--- src/rtl/dma_write_burst_engine.sv ---
// dma_write_burst_engine: drains a show-ahead FIFO to AXI4 as 4 KB-safe INCR bursts with bounded outstanding writes
module dma_write_burst_engine #(
    parameter int DATA_W          = 512,
    parameter int ADDR_W          = 64,
    parameter int LEN_W           = 32,
    parameter int MAX_BURST       = 64,
    parameter int MAX_OUTSTANDING = 8
) (
    input  logic                clk,
    input  logic                reset,
    input  logic                desc_valid,
    output logic                desc_ready,
    input  logic [ADDR_W-1:0]   desc_addr,
    input  logic [LEN_W-1:0]    desc_len,
    input  logic                abort,
    input  logic                err_clear,
    output logic                busy,
    output logic                done,
    output logic                aborted,
    output logic                err,
    output logic [1:0]          err_resp,
    output logic [LEN_W-1:0]    beats_done,
    input  logic                fifo_valid,
    input  logic [DATA_W-1:0]   fifo_data,
    output logic                fifo_ready,
    output logic                awvalid,
    input  logic                awready,
    output logic [ADDR_W-1:0]   awaddr,
    output logic [7:0]          awlen,
    output logic [2:0]          awsize,
    output logic [1:0]          awburst,
    output logic                wvalid,
    input  logic                wready,
    output logic [DATA_W-1:0]   wdata,
    output logic [DATA_W/8-1:0] wstrb,
    output logic                wlast,
    input  logic                bvalid,
    output logic                bready,
    input  logic [1:0]          bresp
);
    localparam int SZ = $clog2(DATA_W / 8);
    localparam int OW = $clog2(MAX_OUTSTANDING + 1);
    localparam int PW = MAX_OUTSTANDING > 1 ? $clog2(MAX_OUTSTANDING) : 1;
    localparam logic [12:0] MB = 13'(MAX_BURST);

    typedef enum logic [2:0] {IDLE, RUN, DRAIN, DONE, ERROR} state_t;
    state_t state, state_n;

    logic [ADDR_W-1:0] addr;
    logic [LEN_W-1:0]  remaining;
    logic [OW-1:0]     outstanding;
    logic [OW-1:0]     q_cnt;
    logic [8:0]        q_mem [MAX_OUTSTANDING];
    logic [PW-1:0]     q_wr, q_rd;
    logic              w_active;
    logic [8:0]        w_left;
    logic              abort_seen;
    logic [12:0]       room, cap, blen;
    logic              aw_fire, w_fire, b_fire, pop, issue, done_n;

    assign desc_ready = state == IDLE;
    assign busy       = state != IDLE;
    assign awsize     = 3'(SZ);
    assign awburst    = 2'b01;
    assign wvalid     = w_active & fifo_valid;
    assign fifo_ready = wvalid & wready;
    assign wdata      = fifo_data;
    assign wstrb      = '1;
    assign wlast      = w_left == 9'd1;
    assign bready     = outstanding != '0;
    assign aw_fire    = awvalid & awready;
    assign w_fire     = wvalid & wready;
    assign b_fire     = bvalid & bready;
    // Beats left before the next 4 KB page, capped by MAX_BURST and what remains.
    assign room  = (13'd4096 - {1'b0, addr[11:0]}) >> SZ;
    assign cap   = room < MB ? room : MB;
    assign blen  = remaining < LEN_W'(cap) ? 13'(remaining) : cap;
    assign issue = state == RUN && !awvalid && remaining != '0 &&
                   outstanding < OW'(MAX_OUTSTANDING) && !abort && !err;
    assign pop   = (!w_active || (w_fire && wlast)) && q_cnt != '0;

    always_comb begin
        state_n = state;
        case (state)
            IDLE:    if (desc_valid) state_n = desc_len == '0 ? DONE : RUN;
            RUN:     if (remaining == '0 || abort || err) state_n = DRAIN;
            DRAIN:   if (!awvalid && outstanding == '0) state_n = err ? ERROR : DONE;
            DONE:    state_n = IDLE;
            ERROR:   if (err_clear) state_n = IDLE;
            default: state_n = IDLE;
        endcase
        done_n = state == DONE || (state != ERROR && state_n == ERROR);
    end

    always_ff @(posedge clk or posedge reset) begin
        if (reset) begin
            state       <= IDLE;
            addr        <= '0;
            remaining   <= '0;
            outstanding <= '0;
            q_cnt       <= '0;
            q_wr        <= '0;
            q_rd        <= '0;
            w_active    <= 1'b0;
            w_left      <= '0;
            abort_seen  <= 1'b0;
            awvalid     <= 1'b0;
            awaddr      <= '0;
            awlen       <= '0;
            beats_done  <= '0;
            done        <= 1'b0;
            aborted     <= 1'b0;
            err         <= 1'b0;
            err_resp    <= '0;
        end else begin
            state <= state_n;
            if (state == IDLE && desc_valid) begin
                addr       <= desc_addr;
                remaining  <= desc_len;
                beats_done <= '0;
                abort_seen <= 1'b0;
            end else if (w_fire)
                beats_done <= beats_done + 1'b1;
            if (issue) begin
                awvalid   <= 1'b1;
                awaddr    <= addr;
                awlen     <= 8'(blen - 13'd1);
                addr      <= addr + (ADDR_W'(blen) << SZ);
                remaining <= remaining - LEN_W'(blen);
            end else if (aw_fire)
                awvalid <= 1'b0;
            if (state == RUN && abort && remaining != '0) abort_seen <= 1'b1;
            outstanding <= outstanding + OW'(aw_fire) - OW'(b_fire);
            q_cnt       <= q_cnt + OW'(aw_fire) - OW'(pop);
            q_wr        <= !aw_fire ? q_wr : q_wr == PW'(MAX_OUTSTANDING - 1) ? '0 : q_wr + 1'b1;
            q_rd        <= !pop ? q_rd : q_rd == PW'(MAX_OUTSTANDING - 1) ? '0 : q_rd + 1'b1;
            w_active    <= pop || (w_active && !(w_fire && wlast));
            w_left      <= pop ? q_mem[q_rd] : w_left - 9'(w_fire);
            done        <= done_n;
            aborted     <= done_n && abort_seen;
            if (err_clear) begin
                err      <= 1'b0;
                err_resp <= '0;
            end else if (b_fire && bresp != 2'b00) begin
                err <= 1'b1;
                if (!err) err_resp <= bresp;
            end
        end
    end

    always_ff @(posedge clk)
        if (aw_fire) q_mem[q_wr] <= 9'(awlen) + 9'd1;
endmodule

--- config.mk ---
export PLATFORM = sky130hd
export DESIGN_NAME = dma_write_burst_engine
export DESIGN_NICKNAME = d
export VERILOG_FILES = /design/src/rtl/dma_write_burst_engine.sv
export SDC_FILE = /design/constraint.sdc
export NUM_CORES = 1
export LEC_CHECK = 0
export BUFFER_PORTS_ARGS = -buffer_cell sky130_fd_sc_hd__clkbuf_2
export CELL_PAD_IN_SITES_DETAIL_PLACEMENT = 1
export CELL_PAD_IN_SITES_GLOBAL_PLACEMENT = 1
export CORE_AREA = 2 2 509 511
export CTS_CLUSTER_DIAMETER = 120
export DETAILED_ROUTE_END_ITERATION = 8
export DIE_AREA = 0 0 511 513
export GPL_ROUTABILITY_DRIVEN = 0
export GPL_TIMING_DRIVEN = 0
export PLACE_DENSITY = 0.42
export SYNTH_ARGS = -nofsm -noshare
export SYNTH_HDL_FRONTEND = slang
export SYNTH_SLANG_ARGS = --single-unit
--- constraint.sdc ---
create_clock -name clk -period 9.01 [get_ports clk]
set_clock_uncertainty 0.15 [all_clocks]
set_input_delay 0.4505 -clock clk [delete_from_list [all_inputs] [get_ports clk]]
set_output_delay 0.4505 -clock clk [all_outputs]
set_load 0.005 [all_outputs]
==> results of run 1 <==
-- worst paths after layout --
| kind | slack (ns) | depth (start not counted) | end |
|---|---|---|---|
| setup / recovery | 1.91 | 26 | addr[24]$_DFFE_PP0P_ |
| hold / removal | 0.23 | 3 | err_resp[1]$_DFFE_PP0P_ |
| hold reg to reg | 0.33 | 2 | awaddr[15]$_DFFE_PP0P_ |
| min in group clk | 0.30 | 5 | beats_done[4]$_DFFE_PP0P_ |
| max in group asynchronous | 7.06 | 5 | addr[35]$_DFFE_PP0P_ |
| setup reg to reg | 1.91 | 26 | addr[24]$_DFFE_PP0P_ |
-- power by group through the flow --
stage / sequential (uW) / clock [uW] / combinational [uW]
floorplan: 2190 / 0 / 1690
global placement: 2350 / 0 / 2810
detailed placement: 2350 / 0 / 2830
CTS: 2340 / 2070 / 2890
global route: 2400 / 2100 / 3150
finish: 2330 / 1970 / 2810
-- kinds of logic (layout without fill, tap and decap cells) --
group,after synthesis,after routing
XOR/XNOR,67,67
AO/OA/AOI/OAI,273,273
AND/OR/NAND/NOR,633,633
buffers and inverters,714,1646
adder cells (fa/ha/maj),49,49
flip-flops,306,306
other,2,87
multiplexers,40,40
-- repair_timing --
item,CTS,global route
gates resized for setup,0,0
hold buffers,105,0
endpoints found under the hold margin,167,0
-- worst min-delay path, delay by kind of cell --
kind,cells,cell delay (ns)
buf+inv,3,1.00
-- layout make-up --
class / count / area, um2 / share of cell area
flip-flops and latches: 306 / 8018 / 0.2610
multi-input cells: 1137 / 7061 / 0.2298
repair buffers: 846 / 4836 / 0.1574
plain buffers: 652 / 4686 / 0.1525
well taps: 3384 / 4234 / 0.1378
clock buffers: 63 / 1285 / 0.04183
clock inverters: 23 / 331.6 / 0.01079
inverters: 62 / 240.2 / 0.007820
diodes: 12 / 30.03 / 0.0009775
-- per-layer routing --
metal | vias to the layer above | global-route usage | part of all wire
li1 | 8434 | - | -
met1 | 9132 | 0.1190 | 0.42
met2 | 770 | 0.1626 | 0.47
met3 | 183 | 0.03982 | 0.089
met4 | 32 | 0.02016 | 0.022
met5 | - | 0 | 0.0014
-- flip-flops by register name (all words and copies together), names as in the netlist, 2 cells and up --
signal	flops
awaddr	64
q_wr	3
beats_done	32
awlen	8
q_rd	3
err_resp	2
w_left	9
q_cnt	4
q_mem	72
outstanding	4
addr	64
remaining	32
state	3
-- placed cells by master (no fill, tap or decap), drive strengths merged, types with 13 or more instances in the layout --
cell type and instances:
a221o 25, ha 45, a21o 20, clkbuf 838
nor2 91, xor2 40, mux2i 16, mux4 18
nand4 19, nor3 42, nand3 42, conb 75
dfrtp 234, o211ai 33, buf 618, a22oi 14
nor4 28, o21ai 61, edfxtp 72, nand2 324
dlygate4sd3 105, and3 13, o311ai 26, xnor2 27
inv 66, a21oi 45
-- per-stage QoR --
stage / TNS, ns / power [uW] / util / hold WS (ns)
finish: 0 / 7105 / 0.1199 / 0.2266
global placement: -737.83 / 5156 / 0.1088 / 0.3128
detailed placement: 0 / 5182 / 0.1094 / 0.3154
floorplan: 0 / 3881 / - / 0.3045
global route: 0 / 7656 / 0.1198 / 0.2430
CTS: 0 / 7302 / 0.1198 / 0.1932
==> impl_table.tex, run 1 <==
\begin{tabular}{lr}
\hline
Metric & Value \\
\hline
\multicolumn{2}{l}{\textbf{Floorplan}} \\
Starting Density & 0.07686 \\
Full die area & 0.2621 mm2 \\
Count of standard-cell rows & 186 \\
Number of placed I/O pins & 1316 \\
Placeable core region & 0.2562 mm2 \\
Die width & 511 um \\
Die Height & 513 um \\
\multicolumn{2}{l}{\textbf{Power and ir drop}} \\
Peak VDD IR & 0.1163 mV \\
P per Cell Area & 231.3 mW/mm2 \\
Clock power share & 0.277 \\
Internal Pwr Total & 4184 uW \\
Switching power summed over all nets & 2921 uW \\
Static leakage & 0.01418 uW \\
Logic pwr share & 0.395 \\
Power share of the sequential group & 0.328 \\
Switching part of the total & 0.4111 \\
\multicolumn{2}{l}{\textbf{Timing}} \\
Final setup violation count & 0 \\
Setup slack of the critical path after layout & 1.914 ns \\
Clock period minus final worst setup slack & 7.096 ns \\
Worst relative slew slack & 0.1642 \\
Hold Vio Cnt, Final & 0 \\
Final Max Tran Viols & 0 \\
Unrepaired setup endpoints after global routing & false \\
Final clock period utilization by the worst path & 0.7876 \\
Highest Clock Rate & 140.9 MHz \\
Slew at the pin closest to its max-slew limit & 1.254 ns \\
\multicolumn{2}{l}{\textbf{Synthesis}} \\
Post-synthesis mux area share & 0.03253 \\
Number of different library cells in the post-synthesis netlist & 82 \\
Average cell area after synthesis & 9.450 um2 \\
Syn Inst Count & 2084 \\
Count of yosys warnings during synthesis & 0 \\
Most frequent cells after synthesis & 586 x sky130\_fd\_sc\_hd\_\_buf\_4, 323 x sky130\_fd\_sc\_hd\_\_nand2\_1, 234 x sky130\_fd\_sc\_hd\_\_dfrtp\_1, 90 x sky130\_fd\_sc\_hd\_\_nor2\_1, 72 x sky130\_fd\_sc\_hd\_\_edfxtp\_1 \\
Share of synthesized cell area in full adder, half adder and majority cells & 0.03266 \\
\#FFs+latches synth & 306 \\
Number of synthesized flops with an enable pin & 72 \\
Predominant post-synthesis flop cell & sky130\_fd\_sc\_hd\_\_dfrtp\_1 \\
Combinational family with the most area after synthesis & buffers and inverters \\
Share of the synthesized area in compound gates (AO/OA/AOI/OAI) & 0.09981 \\
Leading cell types by total area after synthesis & sky130\_fd\_sc\_hd\_\_dfrtp\_1 30\%, sky130\_fd\_sc\_hd\_\_buf\_4 22\%, sky130\_fd\_sc\_hd\_\_edfxtp\_1 11\% \\
Async S/R FF share, synth & 0.7647 \\
Post-synth design cell area & 0.01969 mm2 \\
Proportion of netlist area held by the largest area contributor & 0.2973 \\
XOR/XNOR share of the synthesized area & 0.02980 \\
Cell with the most instances after synthesis & sky130\_fd\_sc\_hd\_\_buf\_4 \\
Synth area leader & sky130\_fd\_sc\_hd\_\_dfrtp\_1 \\
Post-synthesis simple-gate area fraction & 0.1481 \\
Sequential share of the synthesized area & 0.4071 \\
\multicolumn{2}{l}{\textbf{Global route}} \\
Via count of the first global-routing pass & 19270 \\
Aggregate global-route resource usage & 0.09829 \\
Largest net degree at the start of global routing & 103 \\
Antenna violations before repair & 68 \\
Wire length of the first global-routing pass & 177100 um \\
Final global-route overflow total & 0 \\
\multicolumn{2}{l}{\textbf{Final layout}} \\
Final nets & 3719 \\
Proportion of layout cells with a drive suffix above 1 & 0.4788 \\
Final Cell Area & 0.03072 mm2 \\
Number of non-filler instances in the completed layout & 6485 \\
Area Overhead vs Synth & 55.99\% \\
Number of fill cells in the layout & 30520 \\
\multicolumn{2}{l}{\textbf{CTS}} \\
Number of sinks driven by the clock tree & 306 \\
H-tree depth & 2 \\
Cell at the root of the clock tree & sky130\_fd\_sc\_hd\_\_clkbuf\_16 \\
Insertion delay to the later sink of the worst-skew pair & 0.68 ns \\
Worst-case clock buffer depth & 3 \\
Clock transition at the register clock pins on the worst setup and hold paths after CTS & 0.06 ns \\
Number of buffers created by CTS & 46 \\
Post-CTS Setup Repair Bufs & 0 \\
TritonCTS clock tree & done \\
\multicolumn{2}{l}{\textbf{Routing}} \\
Remaining DRCs & 0 \\
Detailed-route via count & 18550 \\
WL final & 135000 um \\
Post-detailed-route wirelength per cell & 20.82 um \\
Routed Antenna Nets & 0 \\
Drt pass-1 iters & 4 \\
DRC marker count from the first detailed-route iteration & 782 \\
Routed vias/inst & 2.861 \\
\multicolumn{2}{l}{\textbf{Place}} \\
Buffers on Ports & 734 \\
Final HPWL from detailed placement & 115800 um \\
Placement Cell Area & 0.02802 mm2 \\
Worst slack, placed & 1.881 ns \\
Cells after DPL & 6282 \\
\multicolumn{2}{l}{\textbf{Status}} \\
Run status & complete, no violations \\
\multicolumn{2}{l}{\textbf{Worst setup path}} \\
Required arrival time at the worst endpoint & 9.42 ns \\
Most frequent CP cell & sky130\_fd\_sc\_hd\_\_inv\_1 \\
Longest individual stage delay on the worst path & 0.61 ns \\
Worst setup path start & addr[0]\$\_DFFE\_PP0P\_ \\
WP data arrival & 7.50 ns \\
Count of buffering cells on the critical path with inverters included & 6 \\
Capturing element type of the critical path & flop \\
Worst Path Class, Setup & reg -> reg \\
Cell with the biggest individual delay on the critical path & sky130\_fd\_sc\_hd\_\_or4\_4 \\
Crit-path leading delay family & compound AO/OA/AOI/OAI gates \\
Critical R2R Launch & addr[0]\$\_DFFE\_PP0P\_ \\
Worst-path maximum fanout & 10 \\
Launching element type of the critical path & flop \\
\multicolumn{2}{l}{\textbf{Flow run}} \\
Max cap viols & 0 \\
\multicolumn{2}{l}{\textbf{Worst hold path}} \\
Worst min-delay path class & in -> async \\
\hline
\end{tabular}
Note: power is estimated with default switching activity, not from simulation.
==> run 2: changes to the inputs <==
Settings changed: CORE_AREA 2 2 509 511 to 2 2 506 508, DIE_AREA 0 0 511 513 to 0 0 508 510, PLACE_DENSITY 0.42 to 0.43.
Clock period 9.01 ns to 6.4 ns, I/O delays scaled along.
==> impl_table.tex, run 2 (synthesis gave the netlist of run 1 again) <==
\begin{tabular}{lr}
\hline
Metric & Value \\
\hline
\multicolumn{2}{l}{\textbf{Status}} \\
Run status & complete, no violations (unchanged) \\
\multicolumn{2}{l}{\textbf{Global route}} \\
Met3 track utilization from global routing & 0.05389 (was 0.03982) \\
Final global-route overflow total & 0 (unchanged) \\
Via count of the first global-routing pass & 19070 (was 19270) \\
Largest net degree at the start of global routing & 35 (was 103) \\
Met1 capacity usage during global routing & 0.1236 (was 0.1190) \\
Most utilized layer in the global route result & met2 (unchanged) \\
Wire length of the first global-routing pass & 178400 um (was 177100 um) \\
M2 GR Usage & 0.1598 (was 0.1626) \\
Antenna violations before repair & 73 (was 68) \\
Aggregate global-route resource usage & 0.1023 (was 0.09829) \\
\multicolumn{2}{l}{\textbf{CTS}} \\
Number of buffers created by CTS & 46 (unchanged) \\
Insertion delay to the later sink of the worst-skew pair & 0.68 ns (about the same) \\
Cell at the root of the clock tree & sky130\_fd\_sc\_hd\_\_clkbuf\_16 (unchanged) \\
TritonCTS clock tree & done (unchanged) \\
Number of sinks driven by the clock tree & 306 (unchanged) \\
Clock transition at the register clock pins on the worst setup and hold paths after CTS & 0.06 ns (about the same) \\
Worst-case clock buffer depth & 3 (unchanged) \\
H-tree depth & 2 (unchanged) \\
\multicolumn{2}{l}{\textbf{Power and ir drop}} \\
P per Cell Area & 325.6 mW/mm2 (was 231.3 mW/mm2) \\
Internal Pwr Total & 5919 uW (was 4184 uW) \\
Logic pwr share & 0.417 (was 0.395) \\
Clock power share & 0.260 (was 0.277) \\
Peak VDD IR & 0.1559 mV (was 0.1163 mV) \\
Switching part of the total & 0.4175 (was 0.4111) \\
Static leakage & 0.01438 uW (was 0.01418 uW) \\
Power share of the sequential group & 0.323 (was 0.328) \\
Switching power summed over all nets & 4242 uW (was 2921 uW) \\
\multicolumn{2}{l}{\textbf{Routing}} \\
Detailed-route via count & 18910 (was 18550) \\
WL final & 141500 um (was 135000 um) \\
Post-detailed-route wirelength per cell & 21.77 um (was 20.82 um) \\
Remaining DRCs & 0 (unchanged) \\
Drt pass-1 iters & 5 (was 4) \\
Routed Antenna Nets & 0 (unchanged) \\
Routed vias/inst & 2.908 (was 2.861) \\
DRC marker count from the first detailed-route iteration & 1060 (was 782) \\
\multicolumn{2}{l}{\textbf{Floorplan}} \\
Number of placed I/O pins & 1316 (unchanged) \\
Starting Density & 0.07770 (was 0.07686) \\
Die Height & 510 um (was 513 um) \\
Count of standard-cell rows & 185 (was 186) \\
Placeable core region & 0.2535 mm2 (was 0.2562 mm2) \\
Full die area & 0.2591 mm2 (was 0.2621 mm2) \\
Die width & 508 um (was 511 um) \\
\multicolumn{2}{l}{\textbf{Final layout}} \\
Final Cell Area & 0.03121 mm2 (was 0.03072 mm2) \\
Largest regs & q\_mem x72, addr x64, awaddr x64 (unchanged) \\
Max FFs per register & 72 (unchanged) \\
Top reg by flops & q\_mem (unchanged) \\
Final core occ & 0.1231 (was 0.1199) \\
Number of fill cells in the layout & 30160 (was 30520) \\
Proportion of layout cells with a drive suffix above 1 & 0.4947 (was 0.4788) \\
Commonest non-fill, non-tap cell in the layout & sky130\_fd\_sc\_hd\_\_clkbuf\_2 (unchanged) \\
Area occupied by registers & 0.008018 mm2 (unchanged) \\
Area Overhead vs Synth & 58.46\% (was 55.99\%) \\
Final nets & 3751 (was 3719) \\
Most used cells in the layout excluding fill and tap cells & 736 x sky130\_fd\_sc\_hd\_\_clkbuf\_2, 609 x sky130\_fd\_sc\_hd\_\_buf\_4, 322 x sky130\_fd\_sc\_hd\_\_nand2\_1 (was 737 x sky130\_fd\_sc\_hd\_\_clkbuf\_2, 586 x sky130\_fd\_sc\_hd\_\_buf\_4, 323 x sky130\_fd\_sc\_hd\_\_nand2\_1) \\
Total area of multi-input combinational cells & 0.007284 mm2 (was 0.007061 mm2) \\
\multicolumn{2}{l}{\textbf{Place}} \\
Placement Cell Area & 0.02813 mm2 (was 0.02802 mm2) \\
Worst slack, placed & -0.6330 ns (was 1.881 ns) \\
Final HPWL from detailed placement & 121900 um (was 115800 um) \\
Buffers on Ports & 734 (unchanged) \\
\multicolumn{2}{l}{\textbf{Timing}} \\
Setup slack of the critical path after layout & 0.1931 ns (was 1.914 ns) \\
Highest Clock Rate & 161.1 MHz (was 140.9 MHz) \\
Worst hold margin & 0.1937 ns (was 0.2266 ns) \\
Unrepaired setup endpoints after global routing & true (was false) \\
Clock period minus final worst setup slack & 6.207 ns (was 7.096 ns) \\
Slew at the pin closest to its max-slew limit & 1.210 ns (was 1.254 ns) \\
Hold Vio Cnt, Final & 0 (unchanged) \\
Final clock period utilization by the worst path & 0.9698 (was 0.7876) \\
Final Max Tran Viols & 0 (unchanged) \\
Worst relative slew slack & 0.1933 (was 0.1642) \\
Final setup violation count & 0 (unchanged) \\
\multicolumn{2}{l}{\textbf{Worst setup path}} \\
WP data arrival & 6.56 ns (was 7.50 ns) \\
Launching element type of the critical path & flop (unchanged) \\
Worst Path Class, Setup & reg -> reg (unchanged) \\
Worst-path maximum fanout & 10 (unchanged) \\
Capturing element type of the critical path & flop (unchanged) \\
Required arrival time at the worst endpoint & 6.76 ns (was 9.42 ns) \\
\multicolumn{2}{l}{\textbf{Worst hold path}} \\
Worst min-delay path class & in -> reg (was in -> async) \\
\multicolumn{2}{l}{\textbf{Flow run}} \\
Max cap viols & 0 (unchanged) \\
\hline
\end{tabular}
## run 2: cell types whose count changed in the layout (fill, tap and decap cells not counted), sizes merged, moves of 2 or more
cell    previous run  this run
clkinv            10        16
diode             12        16
bufinv             5         3
buf              618       650
clkbuf           838       830
## run 2: path summary, 6_finish.rpt
kind | from | end | slack, ns | cells past startpoint
worst max register to register | addr[1]$_DFFE_PP0P_ | addr[60]$_DFFE_PP0P_ | 0.19 | 23
min in group asynchronous | reset | awaddr[30]$_DFFE_PP0P_ | 0.55 | 4
worst min register to register | awaddr[13]$_DFFE_PP0P_ | awaddr[13]$_DFFE_PP0P_ | 0.33 | 2
max in group asynchronous | reset | beats_done[5]$_DFFE_PP0P_ | 4.04 | 9
worst max-delay path | addr[1]$_DFFE_PP0P_ | addr[60]$_DFFE_PP0P_ | 0.19 | 23
worst min-delay path | fifo_valid | beats_done[4]$_DFFE_PP0P_ | 0.19 | 5
## run 2: worst max-delay path: stages, from the launching register on
cell	delay (ns)
sky130_fd_sc_hd__dfrtp_1	0.43
sky130_fd_sc_hd__or4_4	0.60
sky130_fd_sc_hd__or4_4	0.54
sky130_fd_sc_hd__or3_1	0.32
sky130_fd_sc_hd__buf_4	0.17
sky130_fd_sc_hd__o21a_1	0.18
sky130_fd_sc_hd__nor2_2	0.11
sky130_fd_sc_hd__inv_1	0.06
sky130_fd_sc_hd__ha_1	0.29
sky130_fd_sc_hd__a31o_2	0.23
sky130_fd_sc_hd__a211oi_4	0.32
sky130_fd_sc_hd__nand2_4	0.14
sky130_fd_sc_hd__mux2i_4	0.21
sky130_fd_sc_hd__inv_2	0.09
sky130_fd_sc_hd__ha_2	0.19
sky130_fd_sc_hd__inv_1	0.06
sky130_fd_sc_hd__fa_2	0.39
sky130_fd_sc_hd__nor2b_4	0.14
sky130_fd_sc_hd__o21ai_2	0.08
sky130_fd_sc_hd__a21oi_2	0.23
sky130_fd_sc_hd__o311a_4	0.23
sky130_fd_sc_hd__o2111ai_2	0.43
sky130_fd_sc_hd__o211ai_1	0.34
sky130_fd_sc_hd__o311ai_1	0.14
## run 2: final cells by class
cell class | count | area share
Buffer | 651 | 0.1506
Timing Repair Buffer | 879 | 0.1663
Sequential cell | 306 | 0.2569
Clock inverter | 28 | 0.009061
Clock buffer | 56 | 0.03973
Multi-Input combinational cell | 1137 | 0.2334
Antenna cell | 16 | 0.001283
Tap cell | 3366 | 0.1350
Inverter | 62 | 0.007658
## run 2: timing repair
item | in CTS | in global routing
setup buffers | 8 | 17
endpoints found under the setup margin | 68 | 66
resized for setup | 20 | 47
endpoints found under the hold margin | 182 | 0
hold buffers | 106 | 0
pin swaps | 7 | 18
cloned | 0 | 0
## run 2: per-layer routing
metal	vias to the layer above	part of all wire
li1	8500	-
met1	9317	0.41
met2	875	0.45
met3	185	0.12
met4	28	0.022
met5	-	0.0012
## run 2: power by group through the flow
stage,Sequential [uW],Combinational (uW),Clock [uW]
after floorplan,3090,2380,0
after global placement,3290,3980,0
after detailed placement,3290,4050,0
after CTS,3270,4200,2770
after global routing,3370,4730,2820
final,3280,4240,2640
## run 2: metrics by stage
step           setup TNS, ns  total power, uW  cells
4_1_cts                    0            10250   6469
3_3_place_gp          -20.23             7263   6257
5_1_grt              -0.3827            10920   6491
3_5_place_dp          -21.30             7339   6271
2_1_floorplan              0             5464   2157
6_report                   0            10160   6501
